### src/rtl/ut_stream_sequencer_pkg.sv
// Shared types and widths for the Ut-row projection sequencer.
package fofb_seq_pkg;

    localparam int UT_AW = 9;
    localparam int OVR_W = 16;

    typedef enum logic [1:0] {
        S_IDLE,
        S_ISSUE,
        S_FLUSH,
        S_WAIT
    } seq_state_t;

    // Ut row addressing wraps modulo the DPRAM depth.
    function automatic logic [UT_AW-1:0] ut_addr(input logic [UT_AW-1:0] base,
                                                 input logic [UT_AW-1:0] idx);
        return UT_AW'(base + idx);
    endfunction

endpackage

### src/rtl/ut_stream_sequencer_if.sv
// Read-side bus towards the Ut DPRAM / error buffer and the operand stream into the MAC chain.
interface ut_stream_sequencer_if;
    import fofb_seq_pkg::*;

    logic [UT_AW-1:0] ut_ramRdAddr;
    logic             ut_outValid;
    logic [UT_AW-1:0] pos_rdAddr;
    logic             pos_rdEn;
    logic             s_ut_tvalid_t;
    logic             posError_tvalid;
    logic             posError_tlast;
    logic             eigen_update_trig;

    modport master (
        output ut_ramRdAddr, ut_outValid, pos_rdAddr, pos_rdEn,
        output s_ut_tvalid_t, posError_tvalid, posError_tlast,
        input  eigen_update_trig
    );

    modport slave (
        input  ut_ramRdAddr, ut_outValid, pos_rdAddr, pos_rdEn,
        input  s_ut_tvalid_t, posError_tvalid, posError_tlast,
        output eigen_update_trig
    );

endinterface

### src/rtl/ut_stream_sequencer.sv
// Sequences one Ut-row projection pass: issues reads, aligns tvalid/tlast to the read
// latency, then waits for the eigen update strobe with timeout and overrun accounting.
module ut_stream_sequencer
    import fofb_seq_pkg::*;
#(
    parameter int RD_LAT  = 1,
    parameter int TIMEOUT = 1024
) (
    input  logic                 sysClk,
    input  logic                 sysRst_n,
    input  logic                 trig,
    input  logic                 seq_enable,
    input  logic [UT_AW-1:0]     elem_count,
    input  logic [UT_AW-1:0]     ut_base,
    ut_stream_sequencer_if.master dp,
    output logic                 busy,
    output logic                 done,
    output logic                 timeout_err,
    output logic [OVR_W-1:0]     overrun_cnt
);

    localparam int TMO_W = (TIMEOUT > 1) ? $clog2(TIMEOUT) : 1;
    localparam int FL_W  = (RD_LAT > 1) ? $clog2(RD_LAT) : 1;
    localparam logic [TMO_W-1:0] TMO_LAST = TMO_W'(TIMEOUT - 1);
    localparam logic [FL_W-1:0]  FL_LAST  = FL_W'(RD_LAT - 1);

    seq_state_t         state_reg, state_next;
    logic [UT_AW-1:0]   n_last_reg, n_last_next;
    logic [UT_AW-1:0]   base_reg, base_next;
    logic [UT_AW-1:0]   idx_reg, idx_next, idx_inc;
    logic [UT_AW-1:0]   addr_reg, addr_next;
    logic               ut_en_reg, ut_en_next;
    logic               last_reg, last_next;
    logic [FL_W-1:0]    fl_cnt_reg, fl_cnt_next;
    logic [TMO_W-1:0]   tmo_cnt_reg, tmo_cnt_next;
    logic               done_reg, done_next;
    logic               terr_reg, terr_next;
    logic [OVR_W-1:0]   ovr_reg, ovr_next;

    // Issue-enable / last-flag delay line; tap 0 is the issue stage itself.
    logic [RD_LAT-1:0]  vld_sr_reg, last_sr_reg;
    logic [RD_LAT:0]    vld_tap, last_tap;

    assign vld_tap  = {vld_sr_reg, ut_en_reg};
    assign last_tap = {last_sr_reg, last_reg};

    always_ff @(posedge sysClk or negedge sysRst_n) begin
        if (!sysRst_n) begin
            state_reg   <= S_IDLE;
            n_last_reg  <= '0;
            base_reg    <= '0;
            idx_reg     <= '0;
            addr_reg    <= '0;
            ut_en_reg   <= 1'b0;
            last_reg    <= 1'b0;
            fl_cnt_reg  <= '0;
            tmo_cnt_reg <= '0;
            done_reg    <= 1'b0;
            terr_reg    <= 1'b0;
            ovr_reg     <= '0;
            vld_sr_reg  <= '0;
            last_sr_reg <= '0;
        end else begin
            state_reg   <= state_next;
            n_last_reg  <= n_last_next;
            base_reg    <= base_next;
            idx_reg     <= idx_next;
            addr_reg    <= addr_next;
            ut_en_reg   <= ut_en_next;
            last_reg    <= last_next;
            fl_cnt_reg  <= fl_cnt_next;
            tmo_cnt_reg <= tmo_cnt_next;
            done_reg    <= done_next;
            terr_reg    <= terr_next;
            ovr_reg     <= ovr_next;
            vld_sr_reg  <= vld_tap[RD_LAT-1:0];
            last_sr_reg <= last_tap[RD_LAT-1:0];
        end
    end

    always_comb begin
        state_next   = state_reg;
        n_last_next  = n_last_reg;
        base_next    = base_reg;
        idx_next     = idx_reg;
        addr_next    = addr_reg;
        ut_en_next   = 1'b0;
        last_next    = 1'b0;
        fl_cnt_next  = fl_cnt_reg;
        tmo_cnt_next = tmo_cnt_reg;
        done_next    = 1'b0;
        terr_next    = terr_reg;
        ovr_next     = ovr_reg;
        idx_inc      = idx_reg + UT_AW'(1);

        // Any trig outside IDLE is an overrun, including one coincident with completion.
        if (trig && (state_reg != S_IDLE) && (ovr_reg != '1))
            ovr_next = ovr_reg + OVR_W'(1);

        case (state_reg)
            S_IDLE: begin
                if (trig && seq_enable) begin
                    state_next  = S_ISSUE;
                    n_last_next = elem_count;
                    base_next   = ut_base;
                    idx_next    = '0;
                    addr_next   = ut_base;
                    ut_en_next  = 1'b1;
                    last_next   = (elem_count == '0);
                    terr_next   = 1'b0;
                end
            end
            S_ISSUE: begin
                if (idx_reg == n_last_reg) begin
                    state_next   = S_FLUSH;
                    fl_cnt_next  = '0;
                    tmo_cnt_next = '0;
                end else begin
                    idx_next   = idx_inc;
                    addr_next  = ut_addr(base_reg, idx_inc);
                    ut_en_next = 1'b1;
                    last_next  = (idx_inc == n_last_reg);
                end
            end
            S_FLUSH: begin
                if (fl_cnt_reg == FL_LAST) begin
                    state_next   = S_WAIT;
                    tmo_cnt_next = '0;
                end else begin
                    fl_cnt_next = fl_cnt_reg + FL_W'(1);
                end
            end
            S_WAIT: begin
                if (dp.eigen_update_trig) begin
                    done_next  = 1'b1;
                    state_next = S_IDLE;
                end else if (tmo_cnt_reg == TMO_LAST) begin
                    terr_next  = 1'b1;
                    state_next = S_IDLE;
                end else begin
                    tmo_cnt_next = tmo_cnt_reg + TMO_W'(1);
                end
            end
            default: state_next = S_IDLE;
        endcase
    end

    assign dp.ut_ramRdAddr    = addr_reg;
    assign dp.ut_outValid     = ut_en_reg;
    assign dp.pos_rdAddr      = idx_reg;
    assign dp.pos_rdEn        = ut_en_reg;
    assign dp.s_ut_tvalid_t   = vld_tap[RD_LAT];
    assign dp.posError_tvalid = vld_tap[RD_LAT];
    assign dp.posError_tlast  = last_tap[RD_LAT];

    assign busy        = (state_reg != S_IDLE);
    assign done        = done_reg;
    assign timeout_err = terr_reg;
    assign overrun_cnt = ovr_reg;

endmodule

### src/flat_wrapper.sv
// flat-port wrapper written by rule: the top's interface ports become plain ports
module ut_stream_sequencer_flat import fofb_seq_pkg::*;
#(
    parameter int RD_LAT  = 1,
    parameter int TIMEOUT = 1024
)
  (sysClk, sysRst_n, trig, seq_enable, elem_count, ut_base, busy, done, timeout_err, overrun_cnt, dp_ut_ramRdAddr, dp_ut_outValid, dp_pos_rdAddr, dp_pos_rdEn, dp_s_ut_tvalid_t, dp_posError_tvalid, dp_posError_tlast, dp_eigen_update_trig);
  ut_stream_sequencer_if dp_i ();
  input  logic sysClk;
  input  logic sysRst_n;
  input  logic trig;
  input  logic seq_enable;
  input  logic [UT_AW-1:0] elem_count;
  input  logic [UT_AW-1:0] ut_base;
  output logic busy;
  output logic done;
  output logic timeout_err;
  output logic [OVR_W-1:0] overrun_cnt;
  output wire logic [$bits(dp_i.ut_ramRdAddr)-1:0] dp_ut_ramRdAddr;
  output wire logic [$bits(dp_i.ut_outValid)-1:0] dp_ut_outValid;
  output wire logic [$bits(dp_i.pos_rdAddr)-1:0] dp_pos_rdAddr;
  output wire logic [$bits(dp_i.pos_rdEn)-1:0] dp_pos_rdEn;
  output wire logic [$bits(dp_i.s_ut_tvalid_t)-1:0] dp_s_ut_tvalid_t;
  output wire logic [$bits(dp_i.posError_tvalid)-1:0] dp_posError_tvalid;
  output wire logic [$bits(dp_i.posError_tlast)-1:0] dp_posError_tlast;
  input wire logic [$bits(dp_i.eigen_update_trig)-1:0] dp_eigen_update_trig;
  assign dp_ut_ramRdAddr = dp_i.ut_ramRdAddr;
  assign dp_ut_outValid = dp_i.ut_outValid;
  assign dp_pos_rdAddr = dp_i.pos_rdAddr;
  assign dp_pos_rdEn = dp_i.pos_rdEn;
  assign dp_s_ut_tvalid_t = dp_i.s_ut_tvalid_t;
  assign dp_posError_tvalid = dp_i.posError_tvalid;
  assign dp_posError_tlast = dp_i.posError_tlast;
  assign dp_i.eigen_update_trig = dp_eigen_update_trig;
  ut_stream_sequencer #(.RD_LAT(RD_LAT), .TIMEOUT(TIMEOUT)) u_core (.sysClk(sysClk), .sysRst_n(sysRst_n), .trig(trig), .seq_enable(seq_enable), .elem_count(elem_count), .ut_base(ut_base), .dp(dp_i), .busy(busy), .done(done), .timeout_err(timeout_err), .overrun_cnt(overrun_cnt));
endmodule
### config.mk
export PLATFORM = sky130hd
export DESIGN_NAME = ut_stream_sequencer_flat
export DESIGN_NICKNAME = d
export VERILOG_FILES = /design/src/rtl/ut_stream_sequencer_pkg.sv /design/src/rtl/ut_stream_sequencer_if.sv /design/src/rtl/ut_stream_sequencer.sv /design/src/flat_wrapper.sv
export SDC_FILE = /design/constraint.sdc
export NUM_CORES = 1
export LEC_CHECK = 0
export ABC_CLOCK_PERIOD_IN_PS = 2510
export BUFFER_PORTS_ARGS = -buffer_cell sky130_fd_sc_hd__buf_2
export CORE_ASPECT_RATIO = 0.9
export CORE_UTILIZATION = 47
export DETAILED_ROUTE_END_ITERATION = 16
export GPL_TIMING_DRIVEN = 0
export MAX_ROUTING_LAYER = met4
export PLACE_DENSITY = 0.79
export SYNTH_ARGS = -nofsm -noshare
export SYNTH_HDL_FRONTEND = slang
export SYNTH_SLANG_ARGS = --single-unit
### constraint.sdc
create_clock -name sysClk -period 2.51 [get_ports sysClk]
set_input_delay 0.3765 -clock sysClk [delete_from_list [all_inputs] [get_ports sysClk]]
set_output_delay 0.3765 -clock sysClk [all_outputs]
set_load 0.05 [all_outputs]
==> results of run 1 <==
[metrics by stage]
step	hold WS [ns]	std cells	setup slack [ns]	cell area (µm²)	power, W
floorplan	0.0809	395	0.00883	4090	0.00402
global placement	0.343	574	-0.593	4560	0.00465
detailed placement	0.372	574	-0.587	4560	0.00476
CTS	0.179	592	0.0492	4800	0.00575
global route	0.206	596	-0.0133	4870	0.00616
finish	0.121	596	0.0827	4870	0.00579
[layer usage]
layer | GRT usage | wire (µm) | up-vias
li1 | - | - | 1594
met1 | 0.334 | 4610 | 1669
met2 | 0.354 | 4510 | 115
met3 | 0.0459 | 661 | 9
met4 | 0.0640 | 83 | 0
met5 | - | 0 | -
[cell families (layout without fill, tap and decap cells)]
| kind of cell | after synthesis | in the layout |
|---|---|---|
| xor gates and xnor gates | 39 | 39 |
| and+or+nand+nor | 122 | 122 |
| adders and majority gates | 16 | 16 |
| muxes | 39 | 39 |
| AOI/OAI and AO/OA | 69 | 69 |
| DFF | 70 | 70 |
| buffers and inverters | 40 | 126 |
[power breakdown]
| group | switching (W) | internal [W] | total, W | leakage (nW) |
|---|---|---|---|---|
| clock network | 0.000454 | 0.000460 | 0.000914 | 0.0914 |
| logic | 0.00195 | 0.00114 | 0.00309 | 1.23 |
| registers | 0.000309 | 0.00148 | 0.00178 | 0.894 |
| total | 0.00271 | 0.00307 | 0.00579 | 2.21 |
[critical path, delay by kind of cell, from the launching register on]
kind	cells	cell delay, ns
AO/OA/AOI/OAI	1	0.38
XOR/XNOR	1	0.19
buffers and inverters	1	0.19
flip-flops	1	0.49
multiplexers	1	0.35
AND/OR/NAND/NOR	2	0.72
[synthesized netlist by cell type, drive strengths merged (2+ instances only)]
| library cell | number | share of area |
|---|---|---|
| a2bb2oi | 2 | 0.0043 |
| clkbuf | 12 | 0.011 |
| nand2b | 4 | 0.0062 |
| inv | 21 | 0.019 |
| or3 | 3 | 0.0046 |
| o21ai | 19 | 0.023 |
| a21oi | 9 | 0.011 |
| and4 | 5 | 0.011 |
| ha | 15 | 0.046 |
| or2 | 5 | 0.0077 |
| mux2i | 9 | 0.022 |
| o41ai | 2 | 0.0089 |
| o2111ai | 3 | 0.0065 |
| nand3 | 19 | 0.023 |
| o2bb2ai | 3 | 0.0065 |
| nor4b | 3 | 0.0065 |
| buf | 7 | 0.012 |
| xnor2 | 21 | 0.045 |
| o211ai | 2 | 0.0037 |
| nor2b | 5 | 0.0077 |
| nor3 | 7 | 0.0086 |
| a211oi | 5 | 0.0092 |
| nand4 | 14 | 0.022 |
| or4 | 3 | 0.0065 |
| nand2 | 24 | 0.022 |
| dfrtp | 70 | 0.43 |
| a31oi | 4 | 0.0062 |
| and3 | 6 | 0.0092 |
| o31ai | 5 | 0.0092 |
| o21bai | 5 | 0.0092 |
| nor2 | 14 | 0.013 |
| nor4 | 5 | 0.0092 |
| o32ai | 2 | 0.0043 |
| xor2 | 18 | 0.039 |
| nor3b | 3 | 0.0055 |
| mux2 | 30 | 0.083 |
[how the worst max path moves through the flow]
stage                     slack, ns                                     to                           startpoint
after detailed placement      -0.59  u_core.dp.ut_ramRdAddr[3]$_DFFE_PN0P_      u_core.state_reg[1]$_DFFE_PN0P_
after CTS                      0.05      u_core.tmo_cnt_reg[5]$_DFFE_PN0P_     u_core.n_last_reg[5]$_DFFE_PN0P_
after global placement        -0.59  u_core.dp.ut_ramRdAddr[1]$_DFFE_PN0P_      u_core.state_reg[1]$_DFFE_PN0P_
final                          0.08  u_core.dp.ut_ramRdAddr[3]$_DFFE_PN0P_  u_core.dp.pos_rdAddr[3]$_DFFE_PN0P_
after floorplan               0.009  u_core.dp.ut_ramRdAddr[6]$_DFFE_PN0P_  u_core.dp.pos_rdAddr[0]$_DFFE_PN0P_
after global routing          -0.01  u_core.dp.ut_ramRdAddr[6]$_DFFE_PN0P_  u_core.dp.pos_rdAddr[0]$_DFFE_PN0P_
[cell type report]
| type | count | share of cell area |
|---|---|---|
| Multi-Input combinational cell | 285 | 0.456 |
| Sequential cell | 70 | 0.362 |
| Timing Repair Buffer | 72 | 0.0786 |
| Tap cell | 115 | 0.0295 |
| Clock buffer | 9 | 0.0254 |
| Buffer | 17 | 0.0177 |
| Inverter | 21 | 0.0162 |
| Clock inverter | 7 | 0.0154 |
[what timing repair did]
item | CTS | global route
cloned | 0 | 0
pin swaps | 1 | 1
gates resized for setup | 3 | 9
buffers inserted | 4 | 4
setup endpoints to repair | 18 | 16
endpoints found under the hold margin | 0 | 0
==> flow_summary.yaml, run 1 <==
hold_path:
  hp-class: "in2async"
grt:
  grt_first_pass_wirelength_mm: 16.2
  grt_pass1_vias: 3273
  grt_max_degree: 71
  antenna_found_initial: 0
  gr-total-overflow: 0
  grtUsageTotal: 0.238
power_and_ir_drop:
  leakage_nw: 2.21
  vdd_drop_max_mv: 0.758
  power.density_nw_per_um2: 1190
timing:
  period_share: 0.967
  drv_slew: 0
  slew_headroom: 0.407
  final_hold_viol_count: 0
  rsz0062_at_grt: "yes"
  max_freq_mhz: 412
  fin_skew_ns: 0.0104
  post-route-min-period_ns: 2.43
  finalSetupViolCount: 0
  tightest_slew_ns: 0.889
  tns_ns: 0
floorplanning:
  pin_count: 65
  core_um2: 8220
  die-width_um: 100
  fp.dieH_um: 90.2
  std_cell_rows: 31
  initial_utilization: 0.494
  dieArea_um2: 9030
drt:
  detail_route.iter0.violations: 201
  avgViaCountPerCell: 5.68
  drt_wl_total_mm: 9.87
  first_pass_iters: 5
  drc: 0
  wl_per_cell_um: 16.6
  vias: 3387
  ant_nets: 0
yosys:
  synth_top_family_by_area: "simple AND/OR/NAND/NOR gates"
  synth-adder-area-share: 0.0511
  synthCells: 395
  synth-main-ff-cell: "dfrtp_1"
  synth.distinct_cells: 53
  avgSynthCellArea_um2: 10.3
  synth-seq-cells: 70
  yosys_warnings: 0
  synth_edf_count: 0
  syn_area_um2: 4070
  ys_seq_area_frac: 0.431
  synth_mux_area_frac: 0.105
  yosys.area_share.simple: 0.167
  synth_nets: 434
  async_flop_share: 1.00
  synth_compound_area_frac: 0.120
  synth_xor_area_frac: 0.0840
cells_and_area:
  layout-drive-gt1-share: 0.318
  final_common_cell: "buf_2"
  diodes: 0
  final_cell_mix: "buf_2, dfrtp_1, mux2_2, nand2_1"
  final_util: 0.592
  multi_input_area_um2: 2220
  syn_to_final_growth_pct: 19.8
  fin_nets: 515
  largest_reg_flops: 16
  fillers: 740
  seqCellArea_um2: 1760
setup_path:
  cp-end-kind: "flip-flop"
  crit_type: "reg2reg"
  reg2reg_slack_ns: 0.08
  cp.required_ns: 2.74
  path_max_fanout: 10
  arrival_ns: 2.65
  path_cells: "xor2_1, or4_4, o41ai_4, or2_2, buf_4, mux2_2"
  crit_slowest_cell: "or4_4"
  worst_r2r_path_depth: 6
  timing.rr.end: "u_core.dp.ut_ramRdAddr[3]$_DFFE_PN0P_"
  worstReg2RegStart: "u_core.dp.pos_rdAddr[3]$_DFFE_PN0P_"
  cp-start-kind: "flip-flop"
  critPathMaxStageDelay_ns: 0.54
clock_tree:
  h-tree-depth: 3
  clockBufferDepth: 2
  clock-sinks: 70
  cts_hold_buf: 0
  worstSkewPairLatency_ns: 0.35
  root_buffer: "clkbuf_8"
  clk_pin_slew_ns: 0.08
  cts_tree: "yes"
  cts_buffers: 9
placement:
  port_buffers: 64
  gp_congestion: 0.879
  dp_hpwl_mm: 7.07
run:
  maxCapViolCount: 0
outcome:
  status: "complete, no violations"
(Power assumes the default switching activity.)
==> run 2, diff against run 1 <==
--- a/config.mk
+++ b/config.mk
@@ -5,6 +5,7 @@
 export SDC_FILE = /design/constraint.sdc
 export NUM_CORES = 1
 export LEC_CHECK = 0
+export ABC_AREA = 1
 export ABC_CLOCK_PERIOD_IN_PS = 2510
 export BUFFER_PORTS_ARGS = -buffer_cell sky130_fd_sc_hd__buf_2
 export CORE_ASPECT_RATIO = 0.9
@@ -12,7 +13,7 @@
 export DETAILED_ROUTE_END_ITERATION = 16
 export GPL_TIMING_DRIVEN = 0
 export MAX_ROUTING_LAYER = met4
-export PLACE_DENSITY = 0.79
+export PLACE_DENSITY = 0.78
 export SYNTH_ARGS = -nofsm -noshare
 export SYNTH_HDL_FRONTEND = slang
 export SYNTH_SLANG_ARGS = --single-unit
==> run 2 against run 1 <==
Effect of this change: count of clock-buffer cells in the layout is 1 higher; register-to-register slack better by 0.09 ns; sequential cell count stayed put; wire length is 4.9% higher; cell count is 30% higher; largest power group unchanged.
==> flow_summary.yaml, run 2 <==
cells_and_area:
  syn_to_final_growth_pct: 17.6
  largest_reg_flops: 16
  fillers: 801
  final_cell_mix: "nand2_1, dfrtp_1, buf_2, inv_1, nor2_1"
  final_common_cell: "nand2_1"
  layout-drive-gt1-share: 0.196
  fin_nets: 688
setup_path:
  crit_type: "reg2reg"
  critPathMaxStageDelay_ns: 0.41
  crit_slowest_cell: "dfrtp_1"
  path_cells: "buf_4, nand3_2, nor2_4, nand3_2, xor2_2, ha_1, nand2_1, inv_1, nand2_1, nand2_1, a21oi_2, inv_1, nand2_1, nand3_1, nand2_1, nand2_1"
  cp.required_ns: 2.76
  worstReg2RegStart: "u_core.dp.pos_rdAddr[0]$_DFFE_PN0P_"
  path_max_fanout: 5
  arrival_ns: 2.58
  reg2reg_slack_ns: 0.18
  cp-start-kind: "flip-flop"
  timing.rr.end: "u_core.dp.ut_ramRdAddr[8]$_DFFE_PN0P_"
  cp-end-kind: "flip-flop"
  crit_top_cell: "nand2_1"
  worst_r2r_path_depth: 16
grt:
  grtUsageTotal: 0.236
  grt_max_degree: 71
  grt_pass1_vias: 3706
  grt_first_pass_wirelength_mm: 17.1
  gr-total-overflow: 0
  antenna_found_initial: 0
drt:
  wl_per_cell_um: 13.4
  ant_nets: 0
  vias: 3975
  drt_wl_total_mm: 10.4
  detail_route.iter0.violations: 266
  drc: 0
  avgViaCountPerCell: 5.14
  first_pass_iters: 5
power_and_ir_drop:
  vdd_drop_max_mv: 0.640
  switching_share: 0.494
  power_frac_seq: 0.302
  pwr-share-comb: 0.522
  p_sw_w: 0.00289
  intPower_w: 0.00296
  leakage_nw: 2.68
  pwr-share-clk: 0.176
  power.density_nw_per_um2: 1160
clock_tree:
  clock-sinks: 70
  cts_buffers: 9
  h-tree-depth: 3
  cts_hold_buf: 0
  cts_tree: "yes"
  clockBufferDepth: 2
  root_buffer: "clkbuf_8"
  clk_pin_slew_ns: 0.08
  worstSkewPairLatency_ns: 0.35
outcome:
  status: "complete, no violations"
timing:
  fin_skew_ns: 0.00946
  max_freq_mhz: 429
  post-route-min-period_ns: 2.33
  final_hold_viol_count: 0
  drv_slew: 0
  tightest_slew_ns: 0.880
  finalSetupViolCount: 0
  tns_ns: 0
  period_share: 0.929
  slew_headroom: 0.413
  layout_setup_ws_ns: 0.177
floorplanning:
  die-width_um: 103
  pin_count: 65
  std_cell_rows: 32
  initial_utilization: 0.493
  dieArea_um2: 9550
  fp.dieH_um: 92.8
  core_um2: 8730
yosys:
  yosysMostFrequentCell: "nand2_1"
  synth.distinct_cells: 35
  syn_area_um2: 4310
  avgSynthCellArea_um2: 7.54
  synth_edf_count: 0
  synthCells: 571
  synth-seq-cells: 70
  synth_area_leader_cell: "dfrtp_1"
  ys_seq_area_frac: 0.407
  async_flop_share: 1.00
  yosys_warnings: 0
  synth_nets: 610
  synth_area_leaders: "dfrtp_1, nand2_1, inv_1, nor2_1, ha_1"
  netlist_top_cells_count: "nand2_1, dfrtp_1, inv_1, nor2_1, nand3_1"
  netlist.area_leader.share: 0.407
  synth-main-ff-cell: "dfrtp_1"
placement:
  gp_congestion: 0.946
  dp_hpwl_mm: 7.38
  place_ws_ns: 0.0570
  port_buffers: 64
hold_path:
  hp-class: "in2async"
run:
  maxCapViolCount: 0
[run 2: changes by cell type after synthesis, sizes merged, moves of 12 or more]
| cell | before | now |
|---|---|---|
| a21oi | 9 | 21 |
| inv | 21 | 65 |
| mux2 | 30 | 4 |
| nand2 | 24 | 191 |
| nand3 | 19 | 37 |
| nor2 | 14 | 60 |
[run 2: what timing repair did]
item | in CTS | in global routing
resized for setup | 0 | 10
endpoints found under the setup margin | 0 | 2
hold endpoints to repair | 0 | 0
setup buffers | 0 | 3
[run 2: power groups by stage]
stage / sequential, W / clock (W) / combinational, W
floorplan: 0.00232 / 0 / 0.00172
global placement: 0.00176 / 0 / 0.00293
detailed placement: 0.00177 / 0 / 0.00300
CTS: 0.00176 / 0.00104 / 0.00301
global route: 0.00182 / 0.00109 / 0.00339
finish: 0.00177 / 0.00103 / 0.00306
[run 2: through the flow]
| step | total power (W) | std cells | util | hold WS, ns | area [µm²] |
|---|---|---|---|---|---|
| final | 0.00586 | 774 | 0.580 | 0.149 | 5060 |
| after floorplan | 0.00404 | 571 | - | 0.0809 | 4310 |
| after global routing | 0.00629 | 773 | 0.580 | 0.209 | 5060 |
| after CTS | 0.00581 | 770 | 0.572 | 0.173 | 4990 |
| after detailed placement | 0.00478 | 754 | 0.547 | 0.345 | 4780 |
| after global placement | 0.00469 | 754 | 0.547 | 0.334 | 4770 |
[run 2: final cells by class]
| cell class | count | area (µm²) | area share |
|---|---|---|---|
| antenna | 1 | 2.50 | 0.000494 |
| buffer | 16 | 114 | 0.0225 |
| clock buffer | 10 | 128 | 0.0252 |
| clock inverter | 6 | 86.3 | 0.0171 |
| inverter | 65 | 244 | 0.0482 |
| multi-input combinational | 420 | 2240 | 0.443 |
| sequential | 70 | 1750 | 0.346 |
| tap | 119 | 149 | 0.0294 |
| timing repair buffer | 67 | 345 | 0.0682 |
[run 2: cell families after synthesis]
kind of cell               after synthesis  share of synthesized area
muxes                                    4                     0.0105
and+or+nand+nor                        319                      0.319
buffers and inverters                   81                     0.0831
xor gates and xnor gates                32                     0.0695
adders and majority gates               16                     0.0482
DFF                                     70                      0.407
AOI/OAI and AO/OA                       49                     0.0634
[run 2: worst max path at each step]
| stage | cells after the start | start | endpoint | slack, ns |
|---|---|---|---|---|
| final | 16 | u_core.dp.pos_rdAddr[0]$_DFFE_PN0P_ | u_core.dp.ut_ramRdAddr[8]$_DFFE_PN0P_ | 0.18 |
| after global routing | 16 | u_core.dp.pos_rdAddr[0]$_DFFE_PN0P_ | u_core.dp.ut_ramRdAddr[8]$_DFFE_PN0P_ | -0.03 |
| after CTS | 13 | u_core.dp.pos_rdAddr[2]$_DFFE_PN0P_ | u_core.dp.ut_ramRdAddr[8]$_DFFE_PN0P_ | 0.04 |
| after detailed placement | 13 | u_core.dp.pos_rdAddr[2]$_DFFE_PN0P_ | u_core.dp.ut_ramRdAddr[8]$_DFFE_PN0P_ | 0.06 |
| after global placement | 15 | u_core.dp.pos_rdAddr[2]$_DFFE_PN0P_ | u_core.dp.ut_ramRdAddr[8]$_DFFE_PN0P_ | 0.14 |
| after floorplan | 17 | u_core.dp.pos_rdAddr[1]$_DFFE_PN0P_ | u_core.dp.ut_ramRdAddr[8]$_DFFE_PN0P_ | 0.009 |
[run 2: per-layer routing]
metal | wire [µm] | vias up | GRT usage
li1 | - | 1972 | -
met5 | 0 | - | -
met2 | 4740 | 119 | 0.356
met4 | 194 | 0 | 0.0986
met3 | 448 | 18 | 0.0317
met1 | 4960 | 1866 | 0.319
[run 2: critical path, delay by kind of cell, from the launching register on]
family	cells	cell delay [ns]
fa+ha+maj	1	0.34
compound gates	1	0.12
buf+inv	3	0.23
simple gates	10	0.93
flops	1	0.41
xor+xnor	1	0.19
==> run 3, diff against run 2 <==
--- a/config.mk
+++ b/config.mk
@@ -8,12 +8,14 @@
 export ABC_AREA = 1
 export ABC_CLOCK_PERIOD_IN_PS = 2510
 export BUFFER_PORTS_ARGS = -buffer_cell sky130_fd_sc_hd__buf_2
+export CELL_PAD_IN_SITES_DETAIL_PLACEMENT = 1
+export CELL_PAD_IN_SITES_GLOBAL_PLACEMENT = 2
 export CORE_ASPECT_RATIO = 0.9
-export CORE_UTILIZATION = 47
+export CORE_UTILIZATION = 30
 export DETAILED_ROUTE_END_ITERATION = 16
 export GPL_TIMING_DRIVEN = 0
 export MAX_ROUTING_LAYER = met4
-export PLACE_DENSITY = 0.78
+export PLACE_DENSITY = 0.85
 export SYNTH_ARGS = -nofsm -noshare
 export SYNTH_HDL_FRONTEND = slang
 export SYNTH_SLANG_ARGS = --single-unit
==> run 3 against run 2 <==
Effect of this change: the flow now finishes with violations (DRC); total power increased by 3.4%; largest cell class unchanged; via count decreased by 0.40%; clock skew decreased by 0.00090 ns; largest power group unchanged; hold slack improved by 0.14 ns.
==> flow_summary.yaml, run 3 (synthesis results as in run 2) <==
timing:
  slew_headroom: 0.660
  period_share: 0.933
  max_freq_mhz: 427
  tightest_slew_ns: 0.510
  whs_ns: 0.288
  post-route-min-period_ns: 2.34
  tns_ns: 0
  final_hold_viol_count: 0
  drv_slew: 0
  finalSetupViolCount: 0
  fin_skew_ns: 0.00856
power_and_ir_drop:
  power.density_nw_per_um2: 1160
  leakage_nw: 2.71
  total_power_w: 0.00605
  vdd_drop_max_mv: 0.468
placement:
  placement.cell_area_um2: 4900
  gp_congestion: 0.830
  dp.cells: 829
  dp_hpwl_mm: 9.26
  port_buffers: 64
setup_path:
  cp.required_ns: 2.74
  cp-end-kind: "flip-flop"
  arrival_ns: 2.57
  path_max_fanout: 5
  cp-start-kind: "flip-flop"
  timing.rr.end: "u_core.dp.ut_ramRdAddr[7]$_DFFE_PN0P_"
  worst_r2r_path_depth: 16
  reg2reg_slack_ns: 0.17
  worstSetupStartpoint: "u_core.dp.pos_rdAddr[1]$_DFFE_PN0P_"
  crit_type: "reg2reg"
  worstReg2RegStart: "u_core.dp.pos_rdAddr[1]$_DFFE_PN0P_"
floorplanning:
  die-width_um: 128
  std_cell_rows: 41
  dieArea_um2: 14800
  fp.dieH_um: 116
  pin_count: 65
  core_um2: 14000
  initial_utilization: 0.307
clock_tree:
  h-tree-depth: 3
  worstSkewPairLatency_ns: 0.34
  clock-sinks: 70
  cts_buffers: 9
  clk_pin_slew_ns: 0.06
  cts_tree: "yes"
  root_buffer: "clkbuf_16"
  clockBufferDepth: 2
cells_and_area:
  final_area_um2: 5230
  fin_nets: 689
  final_common_cell: "nand2_1"
  finalNonFillerCells: 846
  syn_to_final_growth_pct: 21.4
  fillers: 1748
  largest_reg_flops: 16
  layout-drive-gt1-share: 0.194
  diodes: 0
  final_cell_mix: "nand2_1, buf_2, dfrtp_1, inv_1, nor2_1"
drt:
  avgViaCountPerCell: 4.68
  drt_wl_total_mm: 12.5
  detail_route.iter0.violations: 148
  drc: 2
  first_pass_iters: 12
  ant_nets: 0
  vias: 3959
  wl_per_cell_um: 14.8
grt:
  gr-total-overflow: 0
  grt_pass1_vias: 4027
  grt_max_degree: 59
  grtUsageTotal: 0.184
  grt_first_pass_wirelength_mm: 20.4
  antenna_found_initial: 0
run:
  maxCapViolCount: 0
hold_path:
  hp-class: "in2reg"
  worstHoldStart: "elem_count[5]"
  hold_path_end: "u_core.n_last_reg[5]$_DFFE_PN0P_"
  min_path_cells: 2
outcome:
  status: "finished with violations"
  violations: "DRC"
[run 3: cell types whose count changed in the layout (fill, tap and decap cells not counted), moves of 2 or more]
cell       before  now
clkbuf_8        9    1
dfrtp_1        69   67
dfrtp_2         1    3
clkbuf_16       0    9
bufinv_16       2    0
[run 3: timing repair]
action | 4_1_cts | 5_1_grt
gates resized for setup | 2 | 11
pin swaps | 0 | 1
hold buffers | 1 | 0
setup buffers | 1 | 1
endpoints found under the hold margin | 12 | 0
setup endpoints to repair | 1 | 3
[run 3: worst max-delay path by stage]
stage / end / depth (start not counted)
3_5_place_dp: u_core.dp.ut_ramRdAddr[8]$_DFFE_PN0P_ / 15
3_3_place_gp: u_core.dp.ut_ramRdAddr[8]$_DFFE_PN0P_ / 15
4_1_cts: u_core.dp.ut_ramRdAddr[8]$_DFFE_PN0P_ / 17
2_1_floorplan: u_core.dp.ut_ramRdAddr[8]$_DFFE_PN0P_ / 17
6_report: u_core.dp.ut_ramRdAddr[7]$_DFFE_PN0P_ / 16
5_1_grt: u_core.dp.ut_ramRdAddr[8]$_DFFE_PN0P_ / 17
[run 3: per-stage QoR]
| step | setup WS [ns] | util |
|---|---|---|
| finish | 0.169 | 0.373 |
| floorplan | 0.00888 | - |
| detailed placement | -0.00678 | 0.350 |
| global route | -0.0371 | 0.373 |
| CTS | 0.0215 | 0.370 |
| global placement | 0.0359 | 0.348 |
[run 3: report_power, final]
| part | switching (W) | internal (W) | leakage, nW |
|---|---|---|---|
| logic | 0.00217 | 0.000929 | 1.69 |
| registers | 0.000301 | 0.00148 | 0.895 |
| clock network | 0.000491 | 0.000682 | 0.128 |
| total | 0.00296 | 0.00309 | 2.71 |
[run 3: worst max-delay path: stages, from the launching register on]
cell and delay [ns]:
dfrtp_2 0.42, ha_2 0.22, nand2_1 0.12, nor2_4 0.17
nand4_1 0.15, nand2_2 0.12, inv_1 0.09, ha_4 0.30
nand2_1 0.08, nor2_1 0.12, nand2_1 0.09, nand2_1 0.08
nand2_1 0.05, nand3_1 0.06, nand2_1 0.07, nand2_1 0.06
nand2_1 0.04
[run 3: final cells by class]
class                   instances  area [µm²]  area share
inverters                      65         244      0.0467
repair buffers                 68         375      0.0718
plain buffers                  16         114      0.0218
well taps                     193         241      0.0462
multi-input cells             420        2240       0.429
flip-flops and latches         70        1760       0.336
clock inverters                 2        10.0     0.00191
clock buffers                  12         246      0.0472
[run 3: metal layers]
layer	global-route usage	wire [µm]	up-vias
met1	0.229	5990	1938
li1	-	-	1964
met4	0.0471	134	0
met5	-	0	-
met2	0.303	6000	48
met3	0.0397	376	9
